## src/rtl/heading_display_pkg.sv

```systemverilog
// Shared constants for the heading display: seven-segment glyphs (active low,
// bit order {g,f,e,d,c,b,a}), compass sector bounds and the conversion FSM encoding.
package heading_display_pkg;

  localparam int BIN_W = 9;
  localparam int BCD_W = 12;

  localparam logic [6:0] SEG_0     = 7'h40;
  localparam logic [6:0] SEG_1     = 7'h79;
  localparam logic [6:0] SEG_2     = 7'h24;
  localparam logic [6:0] SEG_3     = 7'h30;
  localparam logic [6:0] SEG_4     = 7'h19;
  localparam logic [6:0] SEG_5     = 7'h12;
  localparam logic [6:0] SEG_6     = 7'h02;
  localparam logic [6:0] SEG_7     = 7'h78;
  localparam logic [6:0] SEG_8     = 7'h00;
  localparam logic [6:0] SEG_9     = 7'h10;
  localparam logic [6:0] SEG_N     = 7'h48;
  localparam logic [6:0] SEG_E     = 7'h06;
  localparam logic [6:0] SEG_S     = 7'h12;
  localparam logic [6:0] SEG_W     = 7'h41;
  localparam logic [6:0] SEG_R     = 7'h2F;
  localparam logic [6:0] SEG_DASH  = 7'h3F;
  localparam logic [6:0] SEG_DEG   = 7'h1C;
  localparam logic [6:0] SEG_BLANK = 7'h7F;

  // Inclusive lower bounds of each compass sector, plus the first invalid heading.
  localparam logic [8:0] SEC_NE      = 9'd23;
  localparam logic [8:0] SEC_E       = 9'd68;
  localparam logic [8:0] SEC_SE      = 9'd113;
  localparam logic [8:0] SEC_S       = 9'd158;
  localparam logic [8:0] SEC_SW      = 9'd203;
  localparam logic [8:0] SEC_W       = 9'd248;
  localparam logic [8:0] SEC_NW      = 9'd293;
  localparam logic [8:0] SEC_N_HI    = 9'd338;
  localparam logic [8:0] HEADING_MAX = 9'd360;

  typedef enum logic [1:0] {
    ST_IDLE,
    ST_LOAD,
    ST_SHIFT,
    ST_COMMIT
  } conv_state_e;

  function automatic logic [6:0] digit_glyph(input logic [3:0] d);
    case (d)
      4'd0:    return SEG_0;
      4'd1:    return SEG_1;
      4'd2:    return SEG_2;
      4'd3:    return SEG_3;
      4'd4:    return SEG_4;
      4'd5:    return SEG_5;
      4'd6:    return SEG_6;
      4'd7:    return SEG_7;
      4'd8:    return SEG_8;
      4'd9:    return SEG_9;
      default: return SEG_BLANK;
    endcase
  endfunction

endpackage

```

## src/rtl/bin2bcd_seq.sv

```systemverilog
// Sequential double-dabble: one add-3/shift iteration per clock after start.
// done is high during the final iteration; bcd holds the result from the next cycle.
module bin2bcd_seq
  import heading_display_pkg::*;
(
  input  logic             clk,
  input  logic             reset,
  input  logic             start,
  input  logic [BIN_W-1:0] bin,
  output logic             done,
  output logic [BCD_W-1:0] bcd
);

  localparam logic [3:0] ITER_LAST = 4'(BIN_W - 1);

  logic [BCD_W+BIN_W-1:0] sh_q, sh_d;
  logic [3:0]             cnt_q;
  logic                   run_q;

  // NOTE: combinational blocks assign a default to every output first, so no
  // path can leave a value unassigned and infer a latch.
  always_comb begin
    sh_d = sh_q;
    for (int i = 0; i < BCD_W / 4; i++) begin
      if (sh_d[BIN_W+4*i +: 4] >= 4'd5) begin
        sh_d[BIN_W+4*i +: 4] = sh_d[BIN_W+4*i +: 4] + 4'd3;
      end
    end
    sh_d = sh_d << 1;
  end

  // NOTE: clocked state uses non-blocking assignments so every register samples
  // pre-edge values regardless of statement order.
  always_ff @(posedge clk or posedge reset) begin
    if (reset) begin
      sh_q  <= '0;
      cnt_q <= '0;
      run_q <= 1'b0;
    end else if (start) begin
      sh_q  <= {{BCD_W{1'b0}}, bin};
      cnt_q <= '0;
      run_q <= 1'b1;
    end else if (run_q) begin
      sh_q  <= sh_d;
      cnt_q <= cnt_q + 4'd1;
      if (cnt_q == ITER_LAST) run_q <= 1'b0;
    end
  end

  assign done = run_q && (cnt_q == ITER_LAST);
  assign bcd  = sh_q[BIN_W +: BCD_W];

endmodule

```

## src/rtl/heading_display.sv

```systemverilog
// Heading-to-seven-segment stage: queues one pending heading, converts it to BCD,
// commits digits plus compass label, and scans the 8-digit multiplexed display.
module heading_display
  import heading_display_pkg::*;
#(
  parameter int REFRESH_DIV   = 100000,
  parameter bit BLANK_LEADING = 1'b1
) (
  input  logic       clk,
  input  logic       reset,
  input  logic [8:0] heading,
  input  logic       heading_valid,
  input  logic       mag_error,
  output logic [6:0] seg,
  output logic       dp,
  output logic [7:0] an,
  output logic       busy
);

  localparam int CNT_W = (REFRESH_DIV > 1) ? $clog2(REFRESH_DIV) : 1;
  localparam logic [CNT_W-1:0] CNT_MAX = CNT_W'(REFRESH_DIV - 1);

  conv_state_e state_q, state_d;
  logic [8:0]  value_q, pend_val_q;
  logic        pend_q;
  logic        conv_start, conv_done, in_range;
  logic [11:0] conv_bcd;
  logic [7:0][6:0] disp_q, disp_d;
  logic [6:0]  dir_hi, dir_lo, glyph;
  logic [CNT_W-1:0] cnt_q;
  logic [2:0]  idx_q;
  logic [7:0]  an_q;
  logic [6:0]  seg_q;

  assign in_range = (value_q < HEADING_MAX);

  always_comb begin
    state_d    = state_q;
    conv_start = 1'b0;
    case (state_q)
      ST_IDLE:   if (heading_valid || pend_q) state_d = ST_LOAD;
      ST_LOAD: begin
        conv_start = in_range;
        state_d    = in_range ? ST_SHIFT : ST_COMMIT;
      end
      ST_SHIFT:  if (conv_done) state_d = ST_COMMIT;
      ST_COMMIT: state_d = ST_IDLE;
      default:   state_d = ST_IDLE;
    endcase
  end

  always_ff @(posedge clk or posedge reset) begin
    if (reset) state_q <= ST_IDLE;
    else       state_q <= state_d;
  end

  // A fresh valid in IDLE beats an older pending value; while busy, last write wins.
  always_ff @(posedge clk or posedge reset) begin
    if (reset) begin
      value_q    <= '0;
      pend_val_q <= '0;
      pend_q     <= 1'b0;
    end else if (state_q == ST_IDLE) begin
      if (heading_valid || pend_q) begin
        value_q <= heading_valid ? heading : pend_val_q;
        pend_q  <= 1'b0;
      end
    end else if (heading_valid) begin
      pend_val_q <= heading;
      pend_q     <= 1'b1;
    end
  end

  bin2bcd_seq u_bin2bcd (
    .clk   (clk),
    .reset (reset),
    .start (conv_start),
    .bin   (value_q),
    .done  (conv_done),
    .bcd   (conv_bcd)
  );

  always_comb begin
    dir_hi = SEG_BLANK;
    dir_lo = SEG_N;
    if (value_q < SEC_NE) begin
      dir_lo = SEG_N;
    end else if (value_q < SEC_E) begin
      dir_hi = SEG_N; dir_lo = SEG_E;
    end else if (value_q < SEC_SE) begin
      dir_lo = SEG_E;
    end else if (value_q < SEC_S) begin
      dir_hi = SEG_S; dir_lo = SEG_E;
    end else if (value_q < SEC_SW) begin
      dir_lo = SEG_S;
    end else if (value_q < SEC_W) begin
      dir_hi = SEG_S; dir_lo = SEG_W;
    end else if (value_q < SEC_NW) begin
      dir_lo = SEG_W;
    end else if (value_q < SEC_N_HI) begin
      dir_hi = SEG_N; dir_lo = SEG_W;
    end
  end

  always_comb begin
    disp_d    = '1;
    disp_d[3] = SEG_DEG;
    if (in_range) begin
      disp_d[0] = digit_glyph(conv_bcd[3:0]);
      disp_d[1] = (BLANK_LEADING && conv_bcd[11:4] == 8'd0) ? SEG_BLANK
                                                             : digit_glyph(conv_bcd[7:4]);
      disp_d[2] = (BLANK_LEADING && conv_bcd[11:8] == 4'd0) ? SEG_BLANK
                                                             : digit_glyph(conv_bcd[11:8]);
      disp_d[4] = dir_lo;
      disp_d[5] = dir_hi;
    end else begin
      disp_d[2:0] = {SEG_DASH, SEG_DASH, SEG_DASH};
    end
  end

  // NOTE: the display registers are reset explicitly so a blank panel is
  // guaranteed after reset instead of whatever the flops power up with.
  always_ff @(posedge clk or posedge reset) begin
    if (reset)                        disp_q <= '1;
    else if (state_q == ST_COMMIT)    disp_q <= disp_d;
  end

  // Sensor error overrides the numeric and direction fields without touching disp_q.
  always_comb begin
    glyph = disp_q[idx_q];
    if (mag_error) begin
      case (idx_q)
        3'd0, 3'd1: glyph = SEG_R;
        3'd2:       glyph = SEG_E;
        3'd4, 3'd5: glyph = SEG_BLANK;
        default:    ;
      endcase
    end
  end

  always_ff @(posedge clk or posedge reset) begin
    if (reset) begin
      cnt_q <= '0;
      idx_q <= '0;
      an_q  <= 8'hFF;
      seg_q <= SEG_BLANK;
    end else begin
      if (cnt_q == CNT_MAX) begin
        cnt_q <= '0;
        idx_q <= idx_q + 3'd1;
      end else begin
        cnt_q <= cnt_q + CNT_W'(1);
      end
      an_q  <= ~(8'b1 << idx_q);
      seg_q <= glyph;
    end
  end

  assign busy = (state_q != ST_IDLE);
  assign seg  = seg_q;
  assign an   = an_q;
  assign dp   = 1'b1;

endmodule

```

## config.mk

```make
export PLATFORM = sky130hd
export DESIGN_NAME = heading_display
export DESIGN_NICKNAME = d
export VERILOG_FILES = /design/src/rtl/heading_display_pkg.sv /design/src/rtl/bin2bcd_seq.sv /design/src/rtl/heading_display.sv
export SDC_FILE = /design/constraint.sdc
export NUM_CORES = 1
export LEC_CHECK = 0
export ABC_CLOCK_PERIOD_IN_PS = 3400
export BUFFER_PORTS_ARGS = -buffer_cell sky130_fd_sc_hd__buf_2
export CAP_MARGIN = 20
export CELL_PAD_IN_SITES_DETAIL_PLACEMENT = 0
export CELL_PAD_IN_SITES_GLOBAL_PLACEMENT = 1
export CORE_MARGIN = 3
export CORE_UTILIZATION = 40
export DETAILED_ROUTE_END_ITERATION = 16
export PLACE_DENSITY = 0.72
export SLEW_MARGIN = 20
export SYNTH_ARGS = -nofsm -noshare
export SYNTH_HDL_FRONTEND = slang
export SYNTH_SLANG_ARGS = --single-unit
```

## constraint.sdc

```tcl
create_clock -name clk -period 3.4 [get_ports clk]
set_clock_uncertainty 0.1 [all_clocks]
set_input_delay 0.51 -clock clk [delete_from_list [all_inputs] [get_ports clk]]
set_output_delay 0.51 -clock clk [all_outputs]
set_load 0.05 [all_outputs]
```

==> metrics.cfg, run 1 <==
[clocking]
htreeDepth = 4
cts_tree = built
clock-sinks = 114
cts_buffer_depth = 2
numCtsBuffers = 17
hold_buffers = 0
worst_skew_pair.late_latency_ps = 410
cts_setup_buffers = 0
cts-root-buf = clkbuf_16
cts_resized = 0
clk_pin_slew_ps = 50

[floorplanning]
initial_core_util = 0.4099
coreArea_um2 = 14590
io_pins = 30
fp.dieH_um = 128.3
row_count = 44
die_w_um = 128.3
die_area_um2 = 16450

[place]
port_buffers = 28
gp_congestion = 0.8249
hpwl_mm = 8.594
dpl_cell_area_um2 = 6238

[critical_path]
critPathRequiredTime_ps = 3570
end_kind = flop
critPathSlowestCell = and2_1
worstPathMaxFanout = 20
slowest_delay_ps = 540
crit_chain = o211a_1, o21ai_0, buf_4, and2_1, buf_4, a211oi_1
arrival_ps = 2460
worstSetupPathType = reg2reg
critical_path.top_delay_family = buffers and inverters
critPathLaunchType = flop
worst_path_most_repeated_cell = buf_4
crit_buf_inv = 2

[timing]
relSlewSlack = 0.5026
fin_crit_sh = 0.6755
final_max_slew_viol_count = 0
post-route-min-period_ps = 2297
worst_slew_pin_slew_ps = 744.6
setup_viol = 0
hold_viol = 0
fin_setup_tns_ps = 0
fmaxAchievable_mhz = 435.4
rsz0062_at_grt = false

[drt]
wl_mm = 12.31
viasPerCell = 5.176
drt-wirelength-per-cell_um = 14.94
ant_nets = 0
drcViolationCount = 0
first_pass_iters = 4
dr.first_iter.drc_count = 306
vias = 4265

[layout]
drive_gt1_frac = 0.2047
fin_nets = 668
final.fill_count = 1381
fin_area_um2 = 6758
antenna_cells = 0
area_growth_pct = 12.99

[global_route]
antenna_found_initial = 0
track_usage = 0.1593
grt_pass1_vias = 4019
grt_pass1_wl_mm = 20.87
grt.overflow.total = 0
grt_max_degree = 51

[outcome]
status = complete, no violations

[worst_hold_path]
min_path_type = in2async

[yosys]
synth.avg_cell_area_um2 = 9.741
async_flop_share = 1.000
yosys.area_share.simple = 0.1421
synth_compound_area_frac = 0.1473
synth_xor_area_frac = 0.03515
yosysUniqueCellTypes = 57
synth_top_family_by_area = compound AO/OA/AOI/OAI gates
synthMuxAreaShare = 0.08222
yosysWarningCount = 0
synthAdderAreaFrac = 0.05858
synth_edf_count = 0
synth_seq_area_share = 0.4868
ys_ff_latch = 114
ys.flop_type = dfrtp_1
synth_nets = 655
syn_inst = 614
syn-cell-area_um2 = 5981

[power_and_ir_drop]
clkPwrFrac = 0.247
p_leak_nw = 2.980
combinationalPowerShare = 0.364
p_switching_mw = 2.401
ir_worst_vdd_mv = 0.3944
p_int_mw = 3.844
power.share.switching = 0.3845
pwr-share-seq = 0.389
powerDensity_nw_per_um2 = 924.1

[flow_run]
drv_cap = 0

cell type report:
type	count	area (µm²)	share of cell area
multi-input combinational	432	2790	0.4129
timing repair buffer	35	205.2	0.03036
clock buffer	21	450.4	0.06665
tap	184	230.2	0.03407
sequential	114	2912	0.4308
inverter	27	105.1	0.01555
clock inverter	11	65.06	0.009628
per-stage QoR:
step | power (mW) | util | hold WS [ps] | worst slack, ps | std cells
floorplan | 4.189 | - | 349.8 | 1443 | 614
global placement | 4.673 | 0.4276 | 371.0 | 1102 | 792
detailed placement | 4.733 | 0.4276 | 381.2 | 1045 | 792
CTS | 6.307 | 0.4630 | 58.04 | 1043 | 824
global route | 6.755 | 0.4632 | 74.92 | 834.0 | 824
finish | 6.245 | 0.4632 | 59.90 | 1103 | 824
per-layer routing:
layer / up-vias / part of all wire / GRT usage / routed length [µm]
met5: - / 0 / 0 / 0
met3: 15 / 0.035 / 0.04125 / 432
li1: 2145 / - / - / -
met1: 2032 / 0.52 / 0.2359 / 6375
met4: 0 / 0.015 / 0.06055 / 190
met2: 73 / 0.43 / 0.2222 / 5314
state kept, by name (all words and copies together), names as in the netlist:
signal           flops
idx_q                3
u_bin2bcd.run_q      1
u_bin2bcd.cnt_q      4
cnt_q               17
value_q              9
pend_val_q           9
seg                  7
pend_q               1
an                   8
disp_q              32
u_bin2bcd.sh_q      21
state_q              2
worst paths after layout:
check | startpoint | endpoint | slack (ps) | cells past startpoint
worst max register to register | value_q[4] | u_bin2bcd.sh_q[20] | 1100 | 6
worst min register to register | disp_q[6] | disp_q[6] | 380 | 2
worst max-delay path | value_q[4] | u_bin2bcd.sh_q[20] | 1100 | 6
min in group clk | heading[3] | pend_val_q[3] | 250 | 2
max in group asynchronous | reset | seg[6] | 2400 | 3
worst min-delay path | reset | cnt_q[5] | 60 | 2
cell families after synthesis:
group / after synthesis
and+or+nand+nor: 190
AOI/OAI and AO/OA: 145
DFF: 114
buffers and inverters: 68
muxes: 44
adders and majority gates: 28
xor gates and xnor gates: 24
other: 1
power groups by stage:
stage	Combinational, mW	Sequential [mW]	Clock [mW]
final	2.27	2.43	1.54
after global routing	2.60	2.52	1.64
after CTS	2.29	2.43	1.58
after detailed placement	2.28	2.45	0
after global placement	2.24	2.43	0
after floorplan	1.94	2.25	0
cells in the mapped netlist, drive strengths merged, types with 2 or more instances:
master  instances  area (µm²)
nor2           76       285.3
dfrtp          67        1677
nand2          57       216.5
o21ai          50       254.0
dfstp          47        1235
a21oi          46       230.2
clkbuf         31       116.4
mux2i          30       300.3
ha             28       350.3
inv            27       101.4
nand3          13       65.06
xnor2          13       113.9
nand2b         12       75.07
o22a           12       105.1
mux2           11       123.9
xor2           11       96.34
buf            10       65.05
nand4           9       56.30
a211oi          7       52.55
nor2b           6       37.54
a21boi          4       30.03
nor3            4       20.02
a31oi           3       18.77
and3            3       18.77
mux4            3       67.56
o211ai          3       22.52
a21o            2       15.01
a22oi           2       15.01
a41oi           2       17.52
o22ai           2       12.51
or3             2       12.51
cells in the final DEF, fill, tap and decap left out, types with 2 or more instances in the layout:
master and count:
nor2_1 76, dfrtp_1 67, nand2_1 56, o21ai_0 48
dfstp_2 47, a21oi_1 46, mux2i_1 30, ha_1 28
buf_2 28, inv_1 26, clkbuf_16 17, xnor2_1 13
nand3_1 13, nand2b_1 12, o22a_1 12, mux2_2 11
xor2_1 11, nand4_1 9, a211oi_1 7, clkinv_2 7
nor2b_1 6, buf_4 6, clkinvlp_4 5, a21boi_0 4
nor3_1 4, and3_1 3, a31oi_1 3, o211ai_1 3
mux4_2 3, clkbuf_1 3, or3_1 2, o22ai_1 2
o21ai_2 2, a22oi_1 2, a41oi_1 2, a21o_1 2
Note: power is estimated with default switching activity, not from simulation.
==> run 2, diff against run 1 <==
--- a/config.mk
+++ b/config.mk
@@ -5,7 +5,7 @@
 export SDC_FILE = /design/constraint.sdc
 export NUM_CORES = 1
 export LEC_CHECK = 0
-export ABC_CLOCK_PERIOD_IN_PS = 3400
+export ABC_CLOCK_PERIOD_IN_PS = 2400
 export BUFFER_PORTS_ARGS = -buffer_cell sky130_fd_sc_hd__buf_2
 export CAP_MARGIN = 20
 export CELL_PAD_IN_SITES_DETAIL_PLACEMENT = 0
@@ -13,7 +13,7 @@
 export CORE_MARGIN = 3
 export CORE_UTILIZATION = 40
 export DETAILED_ROUTE_END_ITERATION = 16
-export PLACE_DENSITY = 0.72
+export PLACE_DENSITY = 0.69
 export SLEW_MARGIN = 20
 export SYNTH_ARGS = -nofsm -noshare
 export SYNTH_HDL_FRONTEND = slang
==> constraint.sdc (replaced) <==
create_clock -name clk -period 2.4 [get_ports clk]
set_clock_uncertainty 0.1 [all_clocks]
set_input_delay 0.36 -clock clk [delete_from_list [all_inputs] [get_ports clk]]
set_output_delay 0.36 -clock clk [all_outputs]
set_load 0.05 [all_outputs]
==> run 2 against run 1 <==
  * Register-to-register slack got worse by 780 ps
  * Setup slack worse by 780 ps
  * Combinational power up 45%
  * Sequential power rose by 40%
==> metrics.cfg, run 2 (synthesized netlist as in run 1, its figures left out) <==
[outcome]
status = complete, no violations

[layout]
area_growth_pct = 15.10
final_common_cell = nor2_1
layout_common_cells = 76 x nor2_1, 67 x dfrtp_1, 56 x nand2_1
largest_reg_flops = 32  ; unchanged
regMostFlops = disp_q
drive_gt1_frac = 0.2169  ; +0.01224
antenna_cells = 0  ; unchanged
fin_nets = 678  ; +1.5%
top_regs = disp_q: 32 flops, u_bin2bcd.sh_q: 21 flops, cnt_q: 17 flops

[floorplanning]
row_count = 44  ; unchanged
initial_core_util = 0.4099  ; unchanged
fp.dieH_um = 128.3  ; unchanged
die_area_um2 = 16450  ; unchanged
die_w_um = 128.3  ; unchanged
io_pins = 30  ; unchanged
coreArea_um2 = 14590  ; unchanged

[critical_path]
end_kind = flop
reg2regPathDepth = 6  ; unchanged
arrival_ps = 2310  ; -150 ps
r2r-start = cnt_q[12]
worstSetupPathType = reg2reg
rr_endpoint = idx_q[2]
critPathRequiredTime_ps = 2630  ; -940 ps
critPathLaunchType = flop
reg2reg_slack_ps = 320  ; -780 ps
worstPathMaxFanout = 10  ; -50%

[global_route]
grt_max_degree = 58  ; +14%
grt_pass1_vias = 4271  ; +6.3%
grt_pass1_wl_mm = 20.91  ; +0.17%
grt.overflow.total = 0  ; unchanged
track_usage = 0.1594  ; about the same
antenna_found_initial = 0  ; unchanged

[flow_run]
drv_cap = 0  ; unchanged

[clocking]
clock-sinks = 114  ; unchanged
cts-root-buf = clkbuf_16
cts_tree = built
worst_skew_pair.late_latency_ps = 410  ; about the same
numCtsBuffers = 17  ; unchanged
cts_buffer_depth = 2  ; unchanged
clk_pin_slew_ps = 50  ; about the same
htreeDepth = 4  ; unchanged

[timing]
setup_viol = 0  ; unchanged
hold_viol = 0  ; unchanged
fin_setup_tns_ps = 0  ; unchanged
rsz0062_at_grt = false
relSlewSlack = 0.3841  ; -0.1185
worst_slew_pin_slew_ps = 917.8  ; +173.2 ps
post-route-min-period_ps = 2080  ; -216.9 ps
fin_ws_ps = 320.2  ; -783.1 ps
fmaxAchievable_mhz = 480.8  ; +10%
final_max_slew_viol_count = 0  ; unchanged
fin_crit_sh = 0.8666  ; +0.1911

[drt]
drt-wirelength-per-cell_um = 14.64  ; -2.0%
first_pass_iters = 4  ; unchanged
dr.first_iter.drc_count = 191  ; -38%
drcViolationCount = 0  ; unchanged
vias = 4300  ; +0.82%
wl_mm = 12.21  ; -0.82%
ant_nets = 0  ; unchanged
viasPerCell = 5.156  ; -0.39%

[worst_hold_path]
whs_endpoint = pend_val_q[0]
min_path_cells = 2
min_path_type = in2reg
worstHoldStart = heading[0]

[power_and_ir_drop]
ir_worst_vdd_mv = 0.7358  ; +87%
p_leak_nw = 3.043  ; +2.1%
powerDensity_nw_per_um2 = 1312  ; +42%
power.total_mw = 9.035  ; +45%

[place]
hpwl_mm = 8.517  ; -0.89%
port_buffers = 28  ; unchanged
dp_slack_ps = 370.9  ; -673.7 ps
gp_congestion = 0.8113  ; -1.6%

-- run 2: cell types whose count changed in the layout (fill, tap and decap cells not counted), sizes merged --
| cell | delta |
|---|---|
| buf | +9 |
| clkbuf | -3 |
| clkinvlp | +2 |
| bufinv | +1 |
| dlygate4sd3 | +1 |
-- run 2: area by class of cell --
class	instances	area [µm²]
clock buffer	18	439.2
timing repair buffer	45	295.3
tap	184	230.2
multi-input combinational	432	2786
fill	1376	7705
inverter	27	105.1
clock inverter	14	116.4
sequential	114	2912
-- run 2: where the power goes --
part           internal (mW)  leakage, nW  switching, mW  total [mW]
combinational           1.41         1.45           1.89        3.30
sequential              2.77         1.34          0.638        3.41
clock                   1.44        0.257          0.893        2.33
total                   5.61         3.04           3.42        9.04
-- run 2: critical path: stages (launching register included) --
cell,delay (ps)
dfrtp_1,410
or4b_1,520
nor4b_1,260
and4_1,340
buf_4,210
nor2_1,50
a21oi_1,110
-- run 2: how the worst max path moves through the flow --
| stage | start | end | slack [ps] |
|---|---|---|---|
| finish | cnt_q[12] | idx_q[2] | 320 |
| global placement | cnt_q[12] | idx_q[2] | 400 |
| detailed placement | cnt_q[12] | idx_q[2] | 370 |
| CTS | cnt_q[12] | idx_q[2] | 340 |
| floorplan | cnt_q[12] | idx_q[2] | 570 |
| global route | cnt_q[12] | idx_q[2] | 190 |
-- run 2: timing repair --
| action | in CTS | in global routing |
|---|---|---|
| buffers inserted | 0 | 0 |
| hold buffers | 1 | 0 |
| gates resized for setup | 0 | 0 |
| endpoints found under the hold margin | 8 | 0 |
-- run 2: layer usage --
layer  global-route usage  wire [µm]  part of all wire
met1               0.2127       5915              0.48
met2               0.2467       5650              0.46
met3              0.04792        442             0.036
met4              0.05556        203             0.017
met5                    0          0                 0
-- run 2: metrics by stage --
stage	util	cells	hold WS, ps	area [µm²]
3_5_place_dp	0.4331	801	322.0	6319
6_report	0.4719	834	93.36	6884
5_1_grt	0.4719	834	82.03	6884
2_1_floorplan	-	614	349.8	5984
3_3_place_gp	0.4331	801	312.9	6319
4_1_cts	0.4719	834	76.88	6884
